--- config.mk ---
export PLATFORM = sky130hd
export DESIGN_NAME = color_sampler_flat
export DESIGN_NICKNAME = d
export VERILOG_FILES = /design/src/rtl/rgby_pkg.sv /design/src/rtl/color_sampler_if.sv /design/src/rtl/color_sampler_pulse_counter.sv /design/src/rtl/color_sampler.sv /design/src/flat_wrapper.sv
export SDC_FILE = /design/constraint.sdc
export NUM_CORES = 1
export LEC_CHECK = 0
export ABC_AREA = 1
export ABC_CLOCK_PERIOD_IN_PS = 3300
export CAP_MARGIN = 10
export CORE_ASPECT_RATIO = 0.5
export CORE_MARGIN = 1.5
export CORE_UTILIZATION = 40
export DETAILED_ROUTE_END_ITERATION = 12
export PLACE_DENSITY_LB_ADDON = 0.05
export SKIP_LAST_GASP = 1
export SLEW_MARGIN = 30
export SYNTH_ARGS = -nofsm -noshare
export SYNTH_HDL_FRONTEND = slang
export SYNTH_SLANG_ARGS = --single-unit
--- constraint.sdc ---
create_clock -name clk -period 3.3 [get_ports clk]
set_input_delay 0.66 -clock clk [delete_from_list [all_inputs] [get_ports clk]]
set_output_delay 0.66 -clock clk [all_outputs]
set_load 0.1 [all_outputs]
--- src/rtl/rgby_pkg.sv ---
// Shared colour/filter codes and sampler FSM state encoding for the RGBY cell reader.
// Latency: n/a (type and constant definitions only).
// Backpressure: n/a.
package rgby_pkg;

   // 2-bit colour code handed to the RAM-fill stage
   typedef enum logic [1:0] {
      COLOR_RED    = 2'b00,
      COLOR_GREEN  = 2'b01,
      COLOR_BLUE   = 2'b10,
      COLOR_YELLOW = 2'b11
   } color_t;

   // Sensor {S2,S3} pin codes selecting the photodiode filter
   typedef enum logic [1:0] {
      FILT_RED   = 2'b00,
      FILT_BLUE  = 2'b01,
      FILT_GREEN = 2'b11
   } filter_t;

   typedef enum logic [3:0] {
      ST_IDLE,
      ST_SET_R,
      ST_GATE_R,
      ST_SET_G,
      ST_GATE_G,
      ST_SET_B,
      ST_GATE_B,
      ST_CLASSIFY,
      ST_EMIT
   } sampler_state_t;

endpackage

--- src/rtl/color_sampler_if.sv ---
// Bundle of the sampler's request, sensor and result signals.
// Latency: n/a (wires only).
// Backpressure: none; start is a level request, colorReady a one-cycle strobe.
// master: request side (drives start and the sensor line); slave: the sampler.
interface color_sampler_if;
   logic       start;
   logic       sensorFreq;
   logic [1:0] filterSel;
   logic       busy;
   logic       colorReady;
   logic [1:0] color;
   logic       overflow;

   modport master (
      output start, sensorFreq,
      input  filterSel, busy, colorReady, color, overflow
   );

   modport slave (
      input  start, sensorFreq,
      output filterSel, busy, colorReady, color, overflow
   );
endinterface

--- src/rtl/color_sampler_pulse_counter.sv ---
// Synchronises an asynchronous square wave and counts its rising edges, saturating.
// Latency: an input edge reaches the counter 3 clk later (2-FF sync + edge register).
// Backpressure: none; edges arriving while disabled are dropped.
// Ports: clk, reset (sync, active-high), freqIn (async), enable, clear, count, saturated.
module pulse_counter #(
   parameter int CNT_W = 16
) (
   input  logic             clk,
   input  logic             reset,
   input  logic             freqIn,
   input  logic             enable,
   input  logic             clear,
   output logic [CNT_W-1:0] count,
   output logic             saturated
);

   localparam logic [CNT_W-1:0] CNT_MAX = '1;
   localparam logic [CNT_W-1:0] CNT_ONE = CNT_W'(1);

   logic syncA;
   logic syncB;
   logic syncPrev;
   logic riseEdge;

   assign riseEdge  = syncB && !syncPrev;
   assign saturated = (count == CNT_MAX);

   always_ff @(posedge clk) begin
      if (reset) begin
         syncA    <= 1'b0;
         syncB    <= 1'b0;
         syncPrev <= 1'b0;
         count    <= '0;
      end else begin
         syncA    <= freqIn;
         syncB    <= syncA;
         syncPrev <= syncB;
         if (clear) begin
            count <= '0;
         end else if (enable && riseEdge && !saturated) begin
            // holds at all-ones instead of wrapping
            count <= count + CNT_ONE;
         end
      end
   end

endmodule

--- src/rtl/color_sampler.sv ---
// Reads one RGBY cell from a frequency-output colour sensor per start request.
// Latency: start accepted in cycle T -> colorReady in T + 3*(SETTLE_CYCLES+GATE_CYCLES) + 2.
// Backpressure: none; start is ignored unless idle, results are a one-cycle strobe.
// Ports: clk, reset (sync, active-high), bus (slave): start, sensorFreq in;
//        filterSel, busy, colorReady, color, overflow out.
module color_sampler #(
   parameter int GATE_CYCLES   = 50000,
   parameter int SETTLE_CYCLES = 5000,
   parameter int CNT_W         = 16
) (
   input  logic            clk,
   input  logic            reset,
   color_sampler_if.slave  bus
);

   import rgby_pkg::*;

   // One timer serves both SET and GATE phases; sized to hold the longer one.
   localparam int TMR_MAX = (GATE_CYCLES > SETTLE_CYCLES) ? GATE_CYCLES : SETTLE_CYCLES;
   localparam int TMR_W   = $clog2(TMR_MAX + 1);
   localparam logic [TMR_W-1:0] SETTLE_LAST = TMR_W'(SETTLE_CYCLES - 1);
   localparam logic [TMR_W-1:0] GATE_LAST   = TMR_W'(GATE_CYCLES - 1);
   localparam logic [TMR_W-1:0] TMR_ONE     = TMR_W'(1);

   // Two guard bits so 3*x and 4*x of a full-scale count still fit.
   localparam int AW = CNT_W + 2;

   sampler_state_t   state;
   sampler_state_t   stateNext;
   logic [TMR_W-1:0] timer;

   logic             startAccept;
   logic             enR;
   logic             enG;
   logic             enB;
   filter_t          filt;
   logic             readyStrobe;

   logic [CNT_W-1:0] cntR;
   logic [CNT_W-1:0] cntG;
   logic [CNT_W-1:0] cntB;
   logic             satR;
   logic             satG;
   logic             satB;

   logic [1:0]       colorReg;
   logic             overflowReg;
   color_t           classColor;

   logic [AW-1:0]    r;
   logic [AW-1:0]    g;
   logic [AW-1:0]    b;
   logic [AW-1:0]    r3;
   logic [AW-1:0]    g3;
   logic [AW-1:0]    r4;
   logic [AW-1:0]    g4;

   // ---------------------------------------------------------------
   // FSM
   // ---------------------------------------------------------------
   always_ff @(posedge clk) begin
      if (reset) begin
         state <= ST_IDLE;
      end else begin
         state <= stateNext;
      end
   end

   always_comb begin
      stateNext   = state;
      startAccept = 1'b0;
      enR         = 1'b0;
      enG         = 1'b0;
      enB         = 1'b0;
      filt        = FILT_RED;
      readyStrobe = 1'b0;

      case (state)
         ST_IDLE: begin
            if (bus.start) begin
               startAccept = 1'b1;
               stateNext   = ST_SET_R;
            end
         end
         ST_SET_R: begin
            filt = FILT_RED;
            if (timer == SETTLE_LAST) stateNext = ST_GATE_R;
         end
         ST_GATE_R: begin
            filt = FILT_RED;
            enR  = 1'b1;
            if (timer == GATE_LAST) stateNext = ST_SET_G;
         end
         ST_SET_G: begin
            filt = FILT_GREEN;
            if (timer == SETTLE_LAST) stateNext = ST_GATE_G;
         end
         ST_GATE_G: begin
            filt = FILT_GREEN;
            enG  = 1'b1;
            if (timer == GATE_LAST) stateNext = ST_SET_B;
         end
         ST_SET_B: begin
            filt = FILT_BLUE;
            if (timer == SETTLE_LAST) stateNext = ST_GATE_B;
         end
         ST_GATE_B: begin
            filt = FILT_BLUE;
            enB  = 1'b1;
            if (timer == GATE_LAST) stateNext = ST_CLASSIFY;
         end
         ST_CLASSIFY: begin
            stateNext = ST_EMIT;
         end
         ST_EMIT: begin
            readyStrobe = 1'b1;
            stateNext   = ST_IDLE;
         end
         default: begin
            stateNext = ST_IDLE;
         end
      endcase
   end

   // Phase timer restarts on every state change so each SET/GATE phase
   // runs for exactly its programmed number of cycles.
   always_ff @(posedge clk) begin
      if (reset || (stateNext != state) || (state == ST_IDLE)) begin
         timer <= '0;
      end else begin
         timer <= timer + TMR_ONE;
      end
   end

   // ---------------------------------------------------------------
   // Per-channel edge counters; cleared on an accepted start and held
   // afterwards so the classifier sees all three totals together.
   // ---------------------------------------------------------------
   pulse_counter #(.CNT_W(CNT_W)) u_cntR (
      .clk       (clk),
      .reset     (reset),
      .freqIn    (bus.sensorFreq),
      .enable    (enR),
      .clear     (startAccept),
      .count     (cntR),
      .saturated (satR)
   );

   pulse_counter #(.CNT_W(CNT_W)) u_cntG (
      .clk       (clk),
      .reset     (reset),
      .freqIn    (bus.sensorFreq),
      .enable    (enG),
      .clear     (startAccept),
      .count     (cntG),
      .saturated (satG)
   );

   pulse_counter #(.CNT_W(CNT_W)) u_cntB (
      .clk       (clk),
      .reset     (reset),
      .freqIn    (bus.sensorFreq),
      .enable    (enB),
      .clear     (startAccept),
      .count     (cntB),
      .saturated (satB)
   );

   // ---------------------------------------------------------------
   // Classification; first matching rule wins.
   // ---------------------------------------------------------------
   always_comb begin
      r  = {2'b00, cntR};
      g  = {2'b00, cntG};
      b  = {2'b00, cntB};
      r4 = {r[AW-3:0], 2'b00};
      g4 = {g[AW-3:0], 2'b00};
      r3 = r + {r[AW-2:0], 1'b0};
      g3 = g + {g[AW-2:0], 1'b0};

      classColor = COLOR_GREEN;
      if ((b >= r) && (b >= g)) begin
         classColor = COLOR_BLUE;                // ties resolve to blue
      end else if ((g4 >= r3) && (r4 >= g3) && (r > b) && (g > b)) begin
         classColor = COLOR_YELLOW;              // R and G within 3:4 of each other
      end else if (r >= g) begin
         classColor = COLOR_RED;
      end
   end

   // Result is latched at the end of CLASSIFY so it is stable for the
   // whole EMIT (strobe) cycle and held until the next strobe.
   always_ff @(posedge clk) begin
      if (reset) begin
         colorReg <= 2'b00;
      end else if (state == ST_CLASSIFY) begin
         colorReg <= classColor;
      end
   end

   // Overflow is sticky for the sample; the start clear takes priority
   // over the stale saturation flags of the previous sample.
   always_ff @(posedge clk) begin
      if (reset) begin
         overflowReg <= 1'b0;
      end else if (startAccept) begin
         overflowReg <= 1'b0;
      end else if (satR || satG || satB) begin
         overflowReg <= 1'b1;
      end
   end

   assign bus.filterSel  = filt;
   assign bus.busy       = (state != ST_IDLE);
   assign bus.colorReady = readyStrobe;
   assign bus.color      = colorReg;
   assign bus.overflow   = overflowReg;

endmodule

--- src/flat_wrapper.sv ---
// flat-port wrapper written by rule: the top's interface ports become plain ports
module color_sampler_flat import rgby_pkg::*;
#(
   parameter int GATE_CYCLES   = 50000,
   parameter int SETTLE_CYCLES = 5000,
   parameter int CNT_W         = 16
)
  (clk, reset, bus_start, bus_sensorFreq, bus_filterSel, bus_busy, bus_colorReady, bus_color, bus_overflow);
  color_sampler_if bus_i ();
  input  logic clk;
  input  logic reset;
  input wire logic [$bits(bus_i.start)-1:0] bus_start;
  input wire logic [$bits(bus_i.sensorFreq)-1:0] bus_sensorFreq;
  output wire logic [$bits(bus_i.filterSel)-1:0] bus_filterSel;
  output wire logic [$bits(bus_i.busy)-1:0] bus_busy;
  output wire logic [$bits(bus_i.colorReady)-1:0] bus_colorReady;
  output wire logic [$bits(bus_i.color)-1:0] bus_color;
  output wire logic [$bits(bus_i.overflow)-1:0] bus_overflow;
  assign bus_i.start = bus_start;
  assign bus_i.sensorFreq = bus_sensorFreq;
  assign bus_filterSel = bus_i.filterSel;
  assign bus_busy = bus_i.busy;
  assign bus_colorReady = bus_i.colorReady;
  assign bus_color = bus_i.color;
  assign bus_overflow = bus_i.overflow;
  color_sampler #(.GATE_CYCLES(GATE_CYCLES), .SETTLE_CYCLES(SETTLE_CYCLES), .CNT_W(CNT_W)) u_core (.clk(clk), .reset(reset), .bus(bus_i));
endmodule
# After elaboration in Yosys (flattened, before gate mapping)
# Cells that the tools add are included.
dict set report classes {
  n_addsub 6
  order_cmp 7
  n_eq_ne 14
  n_mux 18
  n_reduce_logical 24
}
# cell n
set ops {}
lappend ops {{$add A16 B1 Y16 const B} 4}
lappend ops {{$eq A16 B16 Y1 const B} 4}
lappend ops {{$ge A16 B16 Y1} 3}
lappend ops {{$add A16 B17 Y18} 2}
lappend ops {{$ge A18 B18 Y1} 2}
lappend ops {{$gt A16 B16 Y1} 2}
lappend ops {{$pmux W4 S8} 1}
lappend ops {{$mux W4} 7}
lappend ops {{$eq A16 B13 Y1 const B} 1}
lappend ops {{$eq A4 B3 Y1 const B} 4}
lappend ops {{$logic_and A1 B1 Y1} 11}
lappend ops {{$eq A4 B2 Y1 const B} 2}
lappend ops {{$mux W1} 7}
lappend ops {{$reduce_or A2 Y1} 3}
lappend ops {{$eq A4 B1 Y1 const B} 1}
lappend ops {{$eq A4 B4 Y1 const B} 1}
lappend ops {{$logic_not A1 Y1} 4}
lappend ops {{$logic_not A4 Y1} 1}
lappend ops {{$logic_or A1 B1 Y1} 4}
lappend ops {{$mux W2} 2}
lappend ops {{$ne A4 B4 Y1} 1}
lappend ops {{$pmux W2 S2} 1}
lappend ops {{$reduce_bool A4 Y1} 1}
dict set report word_totals {
  regBits 74
  output_inout_bits 7
  elab_cells 79
}

# Logic depth before layout (Yosys ltp)
dict set report depth {
  depth_word 7
  ltp_mapped 22
  ltp_nobuf 22
}

# Cells and area by module
# A second synthesis with hierarchy kept.
dict set report unflattened {
  hier_cells 1154
  area_unflattened_um2 7731.2
}
# module n_inst cells_each area_each_um2 seq_area_each_um2
set by_module_without_submodules {}
lappend by_module_without_submodules {color_sampler 1 662 4428.0 460.4}
lappend by_module_without_submodules {pulse_counter 3 164 1101.1 380.4}

# Worst setup path before layout
# OpenSTA, ideal clock, no wires.
dict set report synth_timing {
  path_kind {flip-flop to output port}
  startpoint {register u_core.state[2]}
  endpoint {output port bus_filterSel[0]}
  arrival_ns 2.698
  required_time_ns 2.640
  path_slack_ns -0.058
  stages_incl_launch_ff 5
  path_cell_list {dfxtp_1 -> inv_1 -> nor2_2 -> inv_1 -> o21ai_0}
}
dict set report synth_via {
  elab_chain_len 3
  word_cells_on_any_way 7
  classes_between {eq/ne: 4; mux: 1; reduce/logical: 2}
}
# element line_no
set synth_rtl {}
lappend synth_rtl {{from (decl)} color_sampler.sv:28} ;# sampler_state_t state;
lappend synth_rtl {{from (signal assigned)} color_sampler.sv:65} ;# state <= stateNext;
lappend synth_rtl {{$eq A4 B3 Y1 / $eq A4 B2 Y1 (equally long branches)} color_sampler.sv:78} ;# case (state)
lappend synth_rtl {{$reduce_or A2 Y1 (no source line)} -}
lappend synth_rtl {{$pmux W2 S2 (*)} color_sampler.sv:78}
lappend synth_rtl {{to (decl)} flat_wrapper.sv:14} ;# output wire logic [$bits(bus_i.filterSel)-1:0] bus_filterSel;
# Every way passes the cells marked *; elsewhere a longest branch is shown, timed or not.

# Worst setup path after layout
dict set report layout_timing {
  startpoint {register u_core.u_cntG.count[1]}
  endpoint {register u_core.colorReg[0], in the netlist u_core.bus.color[0]}
}
dict set report layout_via {
  elab_chain_len 7
  word_cells_on_any_way 13
  classes_between {add/sub: 1; order compare: 5; mux: 3; reduce/logical: 4}
}
# element line_no
set layout_rtl {}
lappend layout_rtl {{from (decl)} color_sampler_pulse_counter.sv:13} ;# output logic [CNT_W-1:0] count,
lappend layout_rtl {{from (signal assigned)} color_sampler_pulse_counter.sv:42} ;# count <= count + CNT_ONE;
lappend layout_rtl {{$add A16 B17 Y18} color_sampler.sv:179} ;# g3 = g + {g[AW-2:0], 1'b0};
lappend layout_rtl {{$ge A18 B18 Y1} color_sampler.sv:184} ;# end else if ((g4 >= r3) && (r4 >= g3) && (r > b) && (g > b)) begin
lappend layout_rtl {{$logic_and A1 B1 Y1 (3 in series)} color_sampler.sv:184}
lappend layout_rtl {{$mux W2} color_sampler.sv:184}
lappend layout_rtl {{$mux W2 (*)} color_sampler.sv:182} ;# if ((b >= r) && (b >= g)) begin
lappend layout_rtl {{to (signal assigned)} color_sampler.sv:197} ;# colorReg <= classColor;
lappend layout_rtl {{to (decl)} color_sampler.sv:46} ;# logic [1:0] colorReg;
# Marks and branches as above.
# A chain may end at the register's enable or synchronous reset.

==> flow_summary.ini <==
[clock_network]
cts_setup_buffers = 0
root_buffer = clkbuf_16
numCtsBuffers = 9
cts_tree = yes
h-tree-depth = 3
cts.path.max_buffers = 2
worstSkewPairLatency_ns = 0.35
hold_buffers = 0
cts_sinks = 74
path_clk_slew_ns = 0.06

[yosys]
synth_edf_count = 0
yosys-top-cells-area = dfxtp_1, ha_1, nand2_1
netlist_instances = 985
ys.flop_type = dfxtp_1
synth_area_per_cell_um2 = 6.99
syn_nets = 1107
synth_area_mm2 = 0.00689
synthArstFlopShare = 0
ys_ff_latch = 74
yosysSeqAreaShare = 0.215
yosys_warnings = 0
synth_top_area_frac = 0.215
synth_top_cell_by_area = dfxtp_1
synth_cell_types = 42

[layout]
final_cell_mix = nand2_1, inv_1, ha_1, a21oi_1, nor2_1
final_common_cell = nand2_1
layout-drive-gt1-share = 0.0992
antenna_cells = 0
syn2layout_area_growth_pct = 13.6
stdcell_count = 1255
finalNetCount = 1146

[die]
die_x_um = 189
ios = 11
coreArea_mm2 = 0.0166
row_count = 33
die_area_mm2 = 0.0181
initial_core_util = 0.415
die_h_um = 95.8

[sta]
fin_tns_setup_ns = 0
setup-violations-final = 0
slew_viol_final = 0
hold-worst-slack_ns = 0.403
fin_crit_sh = 0.920
period_minus_slack_ns = 3.04
worst_pin_slew_ns = 0.528
setup_ws_ns = 0.265
maxSlewHeadroom = 0.645
rsz0062_at_grt = false
finalHoldViolCount = 0
finClkSkew_ns = 0.00696
timing.fmax_mhz = 329

[critical_path]
critPathLaunchType = flop
r2r-end = u_core.bus.color[0]$_SDFFE_PP0N_
cp_cell_sequence = ha_1 > fa_2 > a21oi_1 > o21ai_1 > buf_4 > nand2_1 > nand2_1 > a21oi_1 > xor2_1 > ha_1 > a21oi_1 > o21a_1 > nand2_1 > nand2_1 > nand3_1 > nand3_2 > nand2_1 > nand2_1 > a21oi_1
cp_max_fo = 5
path_class = flop to flop
rr_startpoint = u_core.u_cntG.count[1]$_SDFFE_PP0P_
critPathMaxStageDelay_ns = 0.35
required_ns = 3.54
crit_path_end_kind = flop
rrSetupSlack_ns = 0.26
cp_slowest_cell = dfxtp_2
cp_data_arrival_time_ns = 3.28
cpLargestDelayFamily = adder cells
crit_buf_inv = 1
cp_common_cell = nand2_1
r2r_cells = 19

[drt]
routedWlPerCell_um = 15.5
postRouteAntennaNets = 0
drt_first_pass_iters = 5
viasPerCell = 5.15
drt_iter0_drc = 356
drc = 0
routed-via-count = 6461
routed_wirelength_um = 19400

[power_and_ir_drop]
p_comb_frac = 0.036
switchingPower_uw = 494
p_leak_nw = 3.39
clkPwrFrac = 0.546
powerDensity_mw_per_mm2 = 275
power_mw = 2.15
p_sw_frac = 0.229
pwr-share-seq = 0.418
max-vdd-ir-drop_mv = 0.203
intPower_mw = 1.66

[grt]
grt-ovfl-total = 0
antenna_found_initial = 0
met1_usage = 0.317
gr-usage-met3 = 0.0397
grt_max_degree = 26
grt-busiest-layer = met2
first_global_vias = 6155
globalRouteMet2Util = 0.376
grt_pass1_wl_um = 31700
grt_use_total = 0.228

[placement]
dp.cells = 1240
place_ws_ns = 0.0864
hpwl_um = 15700
gp_congestion = 0.885
portBuffers = 10

[min_path]
holdPathStages = 2
min_to = u_core.u_cntR.syncB$_SDFF_PP0_
min_path_type = flop to flop
hold_start = u_core.u_cntR.syncA$_SDFF_PP0_

[outcome]
status = complete, no violations

[job]
drv_cap = 0
[how the worst max path moves through the flow]
stage | cells past startpoint | slack (ns) | endpoint | from
2_1_floorplan | 19 | 0.45 | u_core.bus.color[0]$_SDFFE_PP0N_ | u_core.u_cntG.count[0]$_SDFFE_PP0P_
3_3_place_gp | 19 | 0.15 | u_core.bus.color[0]$_SDFFE_PP0N_ | u_core.u_cntG.count[1]$_SDFFE_PP0P_
3_5_place_dp | 18 | 0.09 | u_core.bus.color[0]$_SDFFE_PP0N_ | u_core.u_cntG.count[1]$_SDFFE_PP0P_
4_1_cts | 18 | 0.03 | u_core.bus.color[0]$_SDFFE_PP0N_ | u_core.u_cntG.count[1]$_SDFFE_PP0P_
5_1_grt | 18 | 0.007 | u_core.bus.color[0]$_SDFFE_PP0N_ | u_core.u_cntG.count[4]$_SDFFE_PP0P_
6_report | 19 | 0.26 | u_core.bus.color[0]$_SDFFE_PP0N_ | u_core.u_cntG.count[1]$_SDFFE_PP0P_
[stage by stage]
| stage | area, um^2 | util |
|---|---|---|
| final | 7820 | 0.471 |
| after global routing | 7820 | 0.471 |
| after CTS | 7750 | 0.467 |
| after detailed placement | 7410 | 0.446 |
| after global placement | 7410 | 0.446 |
| after floorplan | 6890 | - |
[area by class of cell]
type / count / area (um^2)
fill: 1748 / 8780
multi-input combinational: 772 / 4930
sequential: 74 / 1490
inverter: 129 / 484
timing repair buffer: 38 / 293
tap: 227 / 284
clock buffer: 9 / 225
clock inverter: 6 / 115
[flip-flops by register name (all words and copies together) (netlist names)]
signal                  count
u_core.u_cntG.count        16
u_core.bus.overflow         1
u_core.bus.color            2
u_core.state                4
u_core.u_cntR.syncA         1
u_core.u_cntR.syncB         1
u_core.u_cntR.syncPrev      1
u_core.u_cntB.count        16
u_core.u_cntR.count        16
u_core.timer               16
[kinds of logic after synthesis]
| kind of cell | Yosys count | synth area share |
|---|---|---|
| buf+inv | 139 | 0.0781 |
| xor+xnor | 57 | 0.0725 |
| fa+ha+maj | 118 | 0.217 |
| flops | 74 | 0.215 |
| compound gates | 179 | 0.139 |
| simple gates | 418 | 0.279 |
[routing by layer]
layer	wire (um)	part of all wire
met5	0	0
met4	153	0.0079
met3	813	0.042
met1	10100	0.52
met2	8330	0.43
[Yosys cell counts (2+ instances only)]
master,count
nand2_2,7
a31oi_1,6
dfxtp_1,74
nor3b_1,2
xnor2_1,12
o2111ai_1,2
o21ai_0,46
nor2_2,4
ha_1,116
nor2_4,2
nand3_1,51
nor3_1,29
nand4_1,20
nand3_2,3
fa_1,2
inv_2,3
buf_2,3
xor2_1,45
inv_1,125
nand2_1,200
o21a_1,5
a21oi_1,110
nor2_1,75
o21bai_1,2
nor3_2,16
a21o_1,2
nor4_1,5
clkbuf_1,4
[power by group through the flow]
| stage | registers, mW | clock network (mW) | logic, mW |
|---|---|---|---|
| 2_1_floorplan | 0.918 | 0 | 0.0569 |
| 3_3_place_gp | 0.919 | 0 | 0.0764 |
| 3_5_place_dp | 0.919 | 0 | 0.0775 |
| 4_1_cts | 0.898 | 1.20 | 0.0776 |
| 5_1_grt | 0.898 | 1.24 | 0.0850 |
| 6_report | 0.898 | 1.17 | 0.0775 |
[repair_timing]
action,4_1_cts,5_1_grt
gates resized for setup,0,19
endpoints found under the hold margin,0,0
endpoints found under the setup margin,0,2
[tightest hold or removal path, delay by kind of cell (launching register included)]
kind | cells | cell delay, ns
buf+inv | 1 | 0.04
flops | 1 | 0.30
simple gates | 1 | 0.03
Power figures use the tool's default switching activity.
==> RTL change 1: new RTL, config.mk and constraints unchanged <==
`CNT_W` is set to 16 in 3 places; all go to 32.
--- a/src/rtl/color_sampler_pulse_counter.sv
+++ b/src/rtl/color_sampler_pulse_counter.sv
@@ -5,3 +5,3 @@
 module pulse_counter #(
-   parameter int CNT_W = 16
+   parameter int CNT_W = 32
 ) (
--- a/src/rtl/color_sampler.sv
+++ b/src/rtl/color_sampler.sv
@@ -8,3 +8,3 @@
    parameter int SETTLE_CYCLES = 5000,
-   parameter int CNT_W         = 16
+   parameter int CNT_W         = 32
 ) (
--- a/src/flat_wrapper.sv
+++ b/src/flat_wrapper.sv
@@ -5,3 +5,3 @@
    parameter int SETTLE_CYCLES = 5000,
-   parameter int CNT_W         = 16
+   parameter int CNT_W         = 32
 )
Check against the original RTL: same outputs for any inputs over 10 cycles, from zero or initial values and one cycle with reset high; that may be too few to reach the edited logic, so the function may still have changed.
==> RTL change 1 against the unedited design <==
  * The run now ends with negative setup slack left
  * Wire length increased to 2.5 times the old value
  * Power increased by 68%
  * Design area increased by 130%
  * Count of clock-buffer cells in the layout increased by 8
  * Synthesized area increased by 93%
  * Sequential cell count increased by 48
  * Utilization increased by 8.0 points
  * Synthesized cell count increased by 100%
  * Largest power group unchanged
  * Setup slack got worse by 0.59 ns
==> RTL change 1: results (changes against the unedited design) <==
- Global-route wire length before repair: 75.72 mm (was 31.67 mm)
* Fraction of final layout cells sized beyond drive strength 1: 0.2336 (was 0.09922)
- Placement Cell Area: 16740 sq um (was 7408 sq um)
- The maximum level of the CTS H-tree was 4 (was 3).
* Routability-driven placement congestion ratio: 0.9601 (was 0.8845)
- Critical path's slowest cell: dfxtp_4 (was dfxtp_2)
* Clk_skew: 0.02625 ns (was 0.006956 ns)
- Cell types with the largest area share after synthesis: ha_1 (21%), dfxtp_1 (18%), nand2_1 (12%) (was dfxtp_1 (22%), ha_1 (21%), nand2_1 (11%)).
- The number of fillers in the final layout is 3263 (was 1748).
- The insertion delay to the later sink of the worst-skew pair is 0.45 ns (was 0.35 ns).
- Sequential area share after synthesis: 0.1838 (was 0.2152)
* Biggest cell delay along the critical path: 0.37 ns (was 0.35 ns)
- The maximum number of pins on one net before global-route repair was 45 (was 26).
* Post-DR wirelength/cell: 17.22 um (was 15.46 um)
- The checks that failed: negative setup slack.
- Run status: finished with violations (was completed)
- Final worst-path setup slack: -0.3261 ns (was 0.2648 ns)
* Arrival time worst endpoint: 3.99 ns (was 3.28 ns)
- The total setup violations reported at the end of the flow was 2 (was 0).
* Net count reported at finish: 2628 (was 1146)
- Leakage dissipation: 8.325 nW (was 3.391 nW)
* Root buffer selected by CTS: clkbuf_16 (unchanged)
- Total track usage: 0.2863 (was 0.2280)
- Share of total power consumed by net switching: 0.2532 (was 0.2295)
- The via count normalized by instance count was 5.125 (was 5.148).
* IR Drop Worst-Case VDD: 0.3611 mV (was 0.2035 mV)
- 1st-iter DRT viols: 1127 (was 356)
- The number of search-and-repair iterations in the first detailed-routing pass was 5 (unchanged).
[RTL change 1: power by group through the flow]
| stage | clock, mW | combinational (mW) | sequential (mW) |
|---|---|---|---|
| 2_1_floorplan | 0 | 0.0646 | 1.51 |
| 3_3_place_gp | 0 | 0.0922 | 1.51 |
| 3_5_place_dp | 0 | 0.0938 | 1.51 |
| 4_1_cts | 2.08 | 0.0933 | 1.48 |
| 5_1_grt | 2.13 | 0.103 | 1.48 |
| 6_report | 2.04 | 0.0947 | 1.48 |
[RTL change 1: kinds of logic after synthesis]
logic type	count (synthesis)	share of synthesized area
buffers and inverters	273	0.07984
xor gates and xnor gates	83	0.05470
and+or+nand+nor	859	0.2940
adders and majority gates	230	0.2177
DFF	122	0.1838
AOI/OAI and AO/OA	415	0.1699
[RTL change 1: through the flow]
step	cells	TNS [ns]	setup slack [ns]	utilization	hold slack (ns)
detailed placement	2794	-1.149	-0.6184	0.5203	0.4002
CTS	2833	-0.4515	-0.2766	0.5462	0.4122
floorplan	1982	0	0.009124	-	0.3883
global placement	2794	-1.018	-0.5541	0.5203	0.3929
finish	2838	-0.5799	-0.3261	0.5510	0.4103
global route	2838	-0.9065	-0.5020	0.5510	0.4495
[RTL change 1: routing by layer]
layer,wire [um],GRT usage,vias to the layer above
li1,-,-,7548
met1,25120,0.4325,6568
met2,18920,0.4035,393
met3,3923,0.07247,35
met4,735,0.04560,2
met5,160,0.03333,-
[RTL change 1: final timing paths]
path	to	depth (start not counted)	startpoint	slack, ns
setup / recovery	u_core.bus.color[0]$_SDFFE_PP0N_	23	u_core.u_cntG.count[1]$_SDFFE_PP0P_	-0.33
hold reg to reg	u_core.u_cntR.syncB$_SDFF_PP0_	2	u_core.u_cntR.syncA$_SDFF_PP0_	0.41
setup reg to reg	u_core.bus.color[0]$_SDFFE_PP0N_	23	u_core.u_cntG.count[1]$_SDFFE_PP0P_	-0.33
hold / removal	u_core.u_cntR.syncB$_SDFF_PP0_	2	u_core.u_cntR.syncA$_SDFF_PP0_	0.41
[RTL change 1: worst max-delay path, delay by kind of cell, from the launching register on]
family	cells	cell delay (ns)
compound gates	6	0.96
simple gates	12	1.34
flops	1	0.37
buf+inv	2	0.10
fa+ha+maj	3	0.76
[RTL change 1: final cells by class]
class | instances | area [sq um] | area share
multi-input cells | 1587 | 10060 | 0.5673
repair buffers | 409 | 3094 | 0.1745
flip-flops and latches | 122 | 2457 | 0.1386
inverters | 257 | 967.2 | 0.05456
well taps | 432 | 540.5 | 0.03049
clock buffers | 17 | 425.4 | 0.02400
clock inverters | 14 | 185.2 | 0.01045
[RTL change 1: repair_timing]
action / CTS / global route
endpoints found under the setup margin: 2 / 2
pin swaps: 29 / 32
hold buffers: 0 / 0
gates resized for setup: 42 / 28
hold endpoints to repair: 0 / 0
setup buffers: 9 / 5
==> RTL change 2: new RTL, config.mk and constraints unchanged <==
Made on the original files. Encoding of `sampler_state_t`: now one-hot (9 bits for 9 states).
--- a/src/rtl/rgby_pkg.sv
+++ b/src/rtl/rgby_pkg.sv
@@ -20,12 +20,12 @@
 
-   typedef enum logic [3:0] {
-      ST_IDLE,
-      ST_SET_R,
-      ST_GATE_R,
-      ST_SET_G,
-      ST_GATE_G,
-      ST_SET_B,
-      ST_GATE_B,
-      ST_CLASSIFY,
-      ST_EMIT
+   typedef enum logic [8:0] {
+      ST_IDLE     = 9'b000000001,
+      ST_SET_R    = 9'b000000010,
+      ST_GATE_R   = 9'b000000100,
+      ST_SET_G    = 9'b000001000,
+      ST_GATE_G   = 9'b000010000,
+      ST_SET_B    = 9'b000100000,
+      ST_GATE_B   = 9'b001000000,
+      ST_CLASSIFY = 9'b010000000,
+      ST_EMIT     = 9'b100000000
    } sampler_state_t;
Formal check against the unedited RTL: no difference found for any inputs over 10 cycles, from zero or initial values and one cycle with reset high; not proved beyond that.
==> RTL change 2 against the unedited design <==
  * Count of clock-buffer cells in the layout up 1
  * Synthesized area up 9.8%
  * Clock skew down 0.00088 ns
  * Wire length up 8.7%
  * Design area up 6.5%
  * Setup slack better by 0.010 ns
  * Sequential cell count up 5
  * Non-clock buffer count down 14
  * Utilization down 1.9 points
  * Via count up 9.2%
  * Critical endpoint unchanged
Power is not compared: it rests on default switching activity, and its combinational part moved more than twofold at a synthesized area within 25%.
==> RTL change 2: results (changes against the unedited design) <==
- Commonest cells post-synth: nand2_1 (209), inv_1 (131), ha_1 (116) (was nand2_1 (200), inv_1 (125), ha_1 (116)).
- The count of buffers from port buffering was 10 (unchanged).
- Global-route wire length before repair: 34.44 mm (was 31.67 mm)
- Post-synth top area share: 0.2093 (was 0.2152)
- Pre-Repair DR Iteration Count: 4 (was 5)
* Maximum achievable frequency: 330.6 MHz (was 329.5 MHz)
- Clock tree buffer count of the final layout: 10 (was 9)
- The top fanout value on the critical path is 4 (was 5).
- The sequential share of cell area came to 0.1906 (was 0.1901).
- The most used flip-flop cell after synthesis is dfxtp_1 (unchanged).
- Fraction of area in non-clock buffers: 0.02253 (was 0.03744)
- The pre-CTS setup slack came to 0.1039 ns (was 0.08641 ns).
- Clk_skew: 0.006081 ns (was 0.006956 ns)
- The total number of vias is 7058 (was 6461).
* Number of fillers in the final layout: 1937 (was 1748)
* Number of inserted diodes: 0 (unchanged)
- Non-CTS inverters: 141 (was 129)
- The number of global-route vias before repair came to 6884 (was 6155).
- The maximum number of pins on one net before global-route repair is 23 (was 26).
- Sequential area share after synthesis: 0.2093 (was 0.2152)
* Number of sinks driven by the clock tree: 79 (was 74)
- The data arrival time of the critical path came to 3.27 ns (was 3.28 ns).
* Net count reported at finish: 1235 (was 1146)
* Number of multi-input logic gates: 858 (was 772)
* Hold Path Cell Cnt: 2 (unchanged)
* Synth Area in XOR/XNOR: 0.06954 (was 0.07251)
- Cell types with the largest area share after synthesis: dfxtp_1 (21%), ha_1 (19%), nand2_1 (10%) (was dfxtp_1 (22%), ha_1 (21%), nand2_1 (11%)).
- Adder-cell share of the synthesized area: 0.1974 (was 0.2166)
- The routed wire length was 21.09 mm (was 19.40 mm).
- Placement Cell Area: 8010 sq um (was 7408 sq um)
- Run status: completed (unchanged).
- Count of different cell masters after synthesis: 45 (was 42)
- The number of cell instances on the worst register-to-register path was 18 (was 19).
- The fraction of the mapped netlist area in compound gates was 0.1286 (was 0.1390).
* Met2 layer wire length in the routed design: 9.211 mm (was 8.332 mm)
* Netlist Area Pre-Place: 7557 sq um (was 6885 sq um)
- Post-DP HPWL: 17.34 mm (was 15.70 mm)
- Worst slew margin relative to its limit: 0.6190 (was 0.6447)
* Crit path launch: u_core.u_cntR.count[0]$_SDFFE_PP0P_ (was u_core.u_cntG.count[1]$_SDFFE_PP0P_)
* 1st-iter DRT viols: 314 (was 356)
- The aggregate global-route resource usage is 0.2265 (was 0.2280).
- Fraction of area in clock buffers and inverters: 0.03484 (was 0.04352)
- The final estimated routing congestion in global placement came to 0.8917 (was 0.8845).
- The share of the core filled with cells was 0.4519 (was 0.4711).
- Area taken by multi-input logic gates: 5408 sq um (was 4932 sq um)
- Inserted Clock Buffers: 9 (unchanged)
- The detailed route wirelength on metal3 was 693 um (was 813 um).
- The layout buffer count excluding clock buffers was 24 (was 38).
- The post-route met1 wirelength is 10.91 mm (was 10.11 mm).
- Clock latency on the worst-skew pair, taken at its later pin, is approximately 0.36 ns.
==> RTL change 2: cell count changes in the layout (fill, tap and decap cells not counted), sizes merged, moves of 5 or more <==
cell,change
nand3,+13
nand2,+12
a21oi,+6
buf,-14
nor2,+39
inv,+12
nor4,+6
dfxtp,+5
nor3b,+6
==> RTL change 2: layer usage <==
| metal | GRT usage | vias up |
|---|---|---|
| li1 | - | 3711 |
| met1 | 0.3034 | 3246 |
| met2 | 0.3803 | 80 |
| met3 | 0.04234 | 21 |
| met4 | 0.04932 | 0 |
| met5 | 0 | - |
==> RTL change 2: repair_timing <==
action / CTS / global route
setup endpoints to repair: 0 / 2
gates resized for setup: 0 / 14
hold endpoints to repair: 0 / 0
==> RTL change 2: stage by stage <==
step / cells / hold WS (ns)
floorplan: 1087 / 0.3883
global placement: 1361 / 0.4263
detailed placement: 1361 / 0.4219
CTS: 1377 / 0.4379
global route: 1377 / 0.4539
finish: 1377 / 0.4327
==> RTL change 2: critical path: stages (launching register included) <==
cell,delay [ns]
dfxtp_1,0.31
ha_1,0.24
fa_2,0.37
nand3_1,0.09
nand2_1,0.11
nand2_1,0.08
o2bb2ai_1,0.15
o21ai_1,0.14
a21oi_1,0.19
xor2_1,0.19
ha_1,0.27
a21oi_1,0.13
o21ai_0,0.08
a21oi_1,0.16
nand3_1,0.12
nand3_2,0.11
nand2_1,0.06
nand2_1,0.05
a21oi_1,0.06
==> RTL change 2: power breakdown <==
group	leakage, nW	internal, mW	switching (mW)
Sequential	0.640	0.964	0.0146
Clock	0.140	0.542	0.479
Combinational	2.73	0.0860	0.249
